--- src/rtl/hbm_writeback_arbiter.sv ---
// Per-lane write-back FIFOs, round-robin drained onto one HBM write port.
// Define HBM_WB_STATS_EN to add drop_count / grant_count statistics ports.
module hbm_writeback_arbiter #(
  parameter int EDGE_PIPELINE_NUM = 4,
  parameter int VERTEX_AWIDTH     = 16,
  parameter int VERTEX_DWIDTH     = 32,
  parameter int FIFO_DEPTH        = 8,
  parameter int FIFO_AWIDTH       = 3
) (
  input  logic clk,
  input  logic rst,
  input  logic [EDGE_PIPELINE_NUM*VERTEX_AWIDTH-1:0] lane_addr,
  input  logic [EDGE_PIPELINE_NUM*VERTEX_DWIDTH-1:0] lane_data,
  input  logic [EDGE_PIPELINE_NUM-1:0]               lane_valid,
  output logic [VERTEX_AWIDTH-1:0]                   hbm_addr,
  output logic [VERTEX_DWIDTH-1:0]                   hbm_data,
  output logic                                       hbm_valid,
  input  logic                                       hbm_ready,
  output logic [EDGE_PIPELINE_NUM-1:0]               lane_almost_full,
  output logic [EDGE_PIPELINE_NUM-1:0]               overflow,
  input  logic                                       drain,
  output logic                                       drain_done
`ifdef HBM_WB_STATS_EN
  ,
  output logic [31:0]                                drop_count,
  output logic [31:0]                                grant_count
`endif
);

  localparam int N  = EDGE_PIPELINE_NUM;
  localparam int AW = VERTEX_AWIDTH;
  localparam int DW = VERTEX_DWIDTH;
  localparam int EW = AW + DW;
  localparam int CW = FIFO_AWIDTH + 1;
  localparam int PW = $clog2(N);

  typedef enum logic [1:0] {RUN, DRAIN, DONE} state_t;
  typedef logic [EW-1:0] ent_t;

  ent_t                   mem_q [N][FIFO_DEPTH];
  ent_t                   mem_d [N][FIFO_DEPTH];
  logic [FIFO_AWIDTH-1:0] wp_q [N], wp_d [N];
  logic [FIFO_AWIDTH-1:0] rp_q [N], rp_d [N];
  logic [CW-1:0]          cnt_q [N], cnt_d [N];

  logic [PW-1:0] rr_q, rr_d, gnt;
  logic          found, free;
  logic [N-1:0]  nonempty, pop, push, drop;
  logic [N-1:0]  af_q, af_d, ovf_q, ovf_d;
  logic          vld_q, vld_d;
  logic [AW-1:0] addr_q, addr_d;
  logic [DW-1:0] data_q, data_d;
  state_t        state_q, state_d;
  logic          done_q, done_d;

  always_comb begin
    for (int i = 0; i < N; i++) nonempty[i] = cnt_q[i] != '0;
  end

  // first non-empty lane at or after rr_q
  always_comb begin
    int idx;
    idx   = 0;
    found = 1'b0;
    gnt   = '0;
    for (int k = 0; k < N; k++) begin
      idx = int'(rr_q) + k;
      if (idx >= N) idx = idx - N;
      if (!found && nonempty[idx]) begin
        found = 1'b1;
        gnt   = PW'(idx);
      end
    end
  end

  always_comb begin
    logic full;
    free   = !vld_q || hbm_ready;
    mem_d  = mem_q;
    full   = 1'b0;
    vld_d  = vld_q;
    addr_d = addr_q;
    data_d = data_q;
    rr_d   = rr_q;
    for (int i = 0; i < N; i++) begin
      full    = cnt_q[i] == CW'(FIFO_DEPTH);
      pop[i]  = free && found && (gnt == PW'(i));
      push[i] = lane_valid[i] && (!full || pop[i]);
      drop[i] = lane_valid[i] && full && !pop[i];
      cnt_d[i] = cnt_q[i] + CW'(push[i]) - CW'(pop[i]);
      wp_d[i]  = wp_q[i] + FIFO_AWIDTH'(push[i]);
      rp_d[i]  = rp_q[i] + FIFO_AWIDTH'(pop[i]);
      if (push[i])
        mem_d[i][wp_q[i]] = {lane_addr[i*AW +: AW],
                             lane_data[i*DW +: DW]};
      af_d[i] = cnt_d[i] >= CW'(FIFO_DEPTH - 2);
    end
    ovf_d = ovf_q | drop;
    if (free) begin
      vld_d = found;
      if (found) begin
        {addr_d, data_d} = mem_q[gnt][rp_q[gnt]];
        rr_d = (int'(gnt) == N - 1) ? '0 : gnt + 1'b1;
      end
    end
  end

  always_comb begin
    state_d = state_q;
    unique case (state_q)
      RUN:   if (drain) state_d = DRAIN;
      DRAIN: if (!(|nonempty) && !vld_q && !(|push))
               state_d = DONE;
      DONE:  state_d = RUN;
      default: state_d = RUN;
    endcase
    done_d = state_d == DONE;
  end

  always_ff @(posedge clk or negedge rst) begin
    if (!rst) begin
      for (int i = 0; i < N; i++) begin
        wp_q[i]  <= '0;
        rp_q[i]  <= '0;
        cnt_q[i] <= '0;
        for (int j = 0; j < FIFO_DEPTH; j++) mem_q[i][j] <= '0;
      end
      rr_q    <= '0;
      af_q    <= '0;
      ovf_q   <= '0;
      vld_q   <= 1'b0;
      addr_q  <= '0;
      data_q  <= '0;
      state_q <= RUN;
      done_q  <= 1'b0;
    end else begin
      mem_q   <= mem_d;
      wp_q    <= wp_d;
      rp_q    <= rp_d;
      cnt_q   <= cnt_d;
      rr_q    <= rr_d;
      af_q    <= af_d;
      ovf_q   <= ovf_d;
      vld_q   <= vld_d;
      addr_q  <= addr_d;
      data_q  <= data_d;
      state_q <= state_d;
      done_q  <= done_d;
    end
  end

  assign hbm_addr         = addr_q;
  assign hbm_data         = data_q;
  assign hbm_valid        = vld_q;
  assign lane_almost_full = af_q;
  assign overflow         = ovf_q;
  assign drain_done       = done_q;

`ifdef HBM_WB_STATS_EN
  logic [31:0] drop_cnt_q, drop_cnt_d;
  logic [31:0] grant_cnt_q, grant_cnt_d;
  logic [32:0] drop_sum;

  always_comb begin
    drop_sum = {1'b0, drop_cnt_q};
    for (int i = 0; i < N; i++) drop_sum = drop_sum + 33'(drop[i]);
    drop_cnt_d  = drop_sum[32] ? '1 : drop_sum[31:0];
    grant_cnt_d = grant_cnt_q + 32'(vld_q && hbm_ready);
    if (state_q == DONE) begin
      drop_cnt_d  = '0;
      grant_cnt_d = '0;
    end
  end

  always_ff @(posedge clk or negedge rst) begin
    if (!rst) begin
      drop_cnt_q  <= '0;
      grant_cnt_q <= '0;
    end else begin
      drop_cnt_q  <= drop_cnt_d;
      grant_cnt_q <= grant_cnt_d;
    end
  end

  assign drop_count  = drop_cnt_q;
  assign grant_count = grant_cnt_q;
`endif

endmodule
--- config.mk ---
export PLATFORM = sky130hd
export DESIGN_NAME = hbm_writeback_arbiter
export DESIGN_NICKNAME = d
export VERILOG_FILES = /design/src/rtl/hbm_writeback_arbiter.sv
export SDC_FILE = /design/constraint.sdc
export NUM_CORES = 2
export LEC_CHECK = 0
export ABC_AREA = 1
export ABC_CLOCK_PERIOD_IN_PS = 3800
export CORE_UTILIZATION = 45
export CTS_CLUSTER_DIAMETER = 150
export DETAILED_ROUTE_END_ITERATION = 10
export DONT_BUFFER_PORTS = 1
export SYNTH_ARGS = -nofsm -noshare
export SYNTH_HDL_FRONTEND = slang
export SYNTH_SLANG_ARGS = --single-unit
--- constraint.sdc ---
create_clock -name clk -period 3.8 [get_ports clk]
set_clock_uncertainty 0.1 [all_clocks]
set_input_delay 0.76 -clock clk [delete_from_list [all_inputs] [get_ports clk]]
set_output_delay 0.76 -clock clk [all_outputs]
set_load 0.02 [all_outputs]
==> reports/qor.yml <==
grt:
  grt_pass1_vias: 64000
  grt_first_pass_wirelength_um: 416000
  grt_overflow: 0
  track_usage: 0.321
  grt_antenna_before_repair: 31
  grt_max_degree: 263
layout:
  seqCellArea_um2: 41000
  final_common_cell: "nand2_1"
  syn_to_final_growth_pct: 11.5
  nets: 9317
  fill_cells: 16000
  layout_common_cells: "nand2_1 (3587), dfrtp_1 (1637), nand3_1 (1133)"
  multiInputGateArea_um2: 30900
  drive_gt1_frac: 0.0597
worst_setup_path:
  worstPathCellList: "inv_1 -> ha_2 -> nand3_1 -> nand3_1 -> nand2_1 -> buf_4 -> nor2_4 -> nand3_1 -> nand3_4 -> buf_6 -> nand3_1 -> nand2_8 -> buf_16 -> nand2_1 -> nand3_1 -> nand3_1 -> nand3_1 -> nand2_1"
  cpPeakStageDelay_ns: 0.39
  required_ns: 4.41
  path_class: "reg -> reg"
  arrival_ns: 4.22
  endpoint_kind: "flop"
  crit_fanout: 73
  path_common_cell: "nand3_1"
  crit_buf_inv: 4
  slowest_stage: "buf_16"
  cp-start-kind: "flop"
  path_delay_family: "simple AND/OR/NAND/NOR gates"
yosys:
  synth_nets: 9672
  synth.distinct_cells: 36
  ys_seq_area_frac: 0.538
  synth_area_um2: 76200
  syn_inst: 9427
  yosysWarnings: 0
  syn_area_per_cell_um2: 8.09
  ys_ff_latch: 1638
placed_design:
  dp_hpwl_um: 149000
  gp_congestion: 0.834
  io_buffer_count: 0
  dp_slack_ns: -1.16
outcome:
  status: "finished, violations left"
  violations: "negative hold slack"
floorplanning:
  fp-row-count: 150
  dieHeight_um: 414
  die_w_um: 414
  die_area_um2: 171000
  io_pins: 258
  fp.coreArea_um2: 168000
  initial_core_util: 0.455
sta:
  finalCritPeriodShare: 0.952
  whs_ns: -0.125
  setup_viol: 0
  rsz0062_at_grt: "no"
  slew_headroom: 0.0597
  tightestPinTransition_ns: 1.41
  fin_crit_ns: 3.62
  hold_viol: 52
  fmax_mhz: 276
  timing.final.ws_setup_ns: 0.183
  slew_viol_final: 0
route:
  route.detailed.drc: 0
  vias: 67600
  drtAntennaViolNets: 0
  wl_um: 276000
  drt_iter0_markers: 8427
  firstDrtPassIters: 8
  viasPerCell: 5.91
  wl_per_cell_um: 24.2
clock_network:
  clock_latency_ns: 0.86
  clk_path_buf_depth: 3
  cts_buffers: 178
  cts_htree_levels: 4
  root_buffer: "clkbuf_16"
  clkTransAtPathRegs_ns: 0.06
  cts_tree: "yes"
  clkSinkCount: 1638
hold_path:
  min_path_type: "in -> async"
run:
  drv_cap: 0
## per-stage QoR
stage                     instance area [um^2]  utilization  hold slack, ns  setup TNS, ns  std cells
after global routing                     85000        0.507          0.0785              0      11400
after global placement                   78300        0.467           0.343        -336.08      11100
final                                    85000        0.507          -0.125              0      11400
after floorplan                          76200            -           0.327              0       9427
after detailed placement                 78300        0.467           0.356        -330.02      11100
after CTS                                84600        0.505          0.0248              0      11400
## routing by layer
metal / up-vias / wire [um] / global-route usage
li1: 30600 / - / -
met1: 33000 / 116000 / 0.452
met2: 3454 / 125000 / 0.496
met3: 538 / 26300 / 0.0591
met4: 22 / 9450 / 0.114
met5: - / 145 / 0
## cell usage after synthesis, drive strengths merged
master     n  share of area
nand2   3599           0.18
dfrtp   1638           0.54
o21ai   1539           0.10
nand3   1139          0.075
nand4    419          0.037
clkbuf   395          0.019
buf      352          0.028
inv      254          0.013
ha        41         0.0067
nor2      11        0.00077
xnor2      8        0.00092
xor2       8        0.00092
o21bai     6        0.00059
a21o       4        0.00039
a21oi      4        0.00026
fa         4         0.0011
nor4       2        0.00016
nor3       1       0.000066
o211ai     1        0.00016
o21a       1       0.000099
or4        1       0.000099
## path summary, 6_finish.rpt
kind / startpoint / slack (ns) / depth (start not counted) / end
max: cnt_q[14] / 0.18 / 18 / hbm_addr[5]
min in group clk: hbm_ready / 0.11 / 2 / rr_q[1]
min: rst / -0.12 / 1 / mem_q[1167]
max in group asynchronous: rst / 0.62 / 4 / mem_q[1287]
max reg2reg: cnt_q[14] / 0.18 / 18 / hbm_addr[5]
min reg2reg: state_q[1] / 0.37 / 1 / state_q[1]
## repair_timing
action | 4_1_cts | 5_1_grt
gates cloned | 1 | 5
hold endpoints to repair | 27 | 0
gates resized for setup | 1 | 25
pin swaps | 1 | 2
hold buffers | 7 | 0
buffers inserted | 5 | 16
setup endpoints to repair | 275 | 775
## flip-flops by register name, summed over array words and instances, names as in the netlist, 4 cells and up
| name | flops |
|---|---|
| cnt_q | 16 |
| hbm_addr | 16 |
| hbm_data | 32 |
| lane_almost_full | 4 |
| mem_q | 1536 |
| overflow | 4 |
| rp_q | 12 |
| wp_q | 12 |
## cell type report
class	count	area share
diodes	15	0.000442
clock buffers	279	0.0642
clock inverters	47	0.00727
inverters	254	0.0118
multi-input cells	6788	0.364
flip-flops and latches	1638	0.482
well taps	2204	0.0324
repair buffers	212	0.0378
## logic make-up after synthesis
family | after synthesis | share of synthesized area
xor+xnor | 16 | 0.00184
compound gates | 1555 | 0.103
flops | 1638 | 0.538
simple gates | 5172 | 0.290
buf+inv | 1001 | 0.0597
fa+ha+maj | 45 | 0.00778
Power is not shown: default switching activity piles up to over one toggle a cycle in this logic, so the estimate is an artifact.
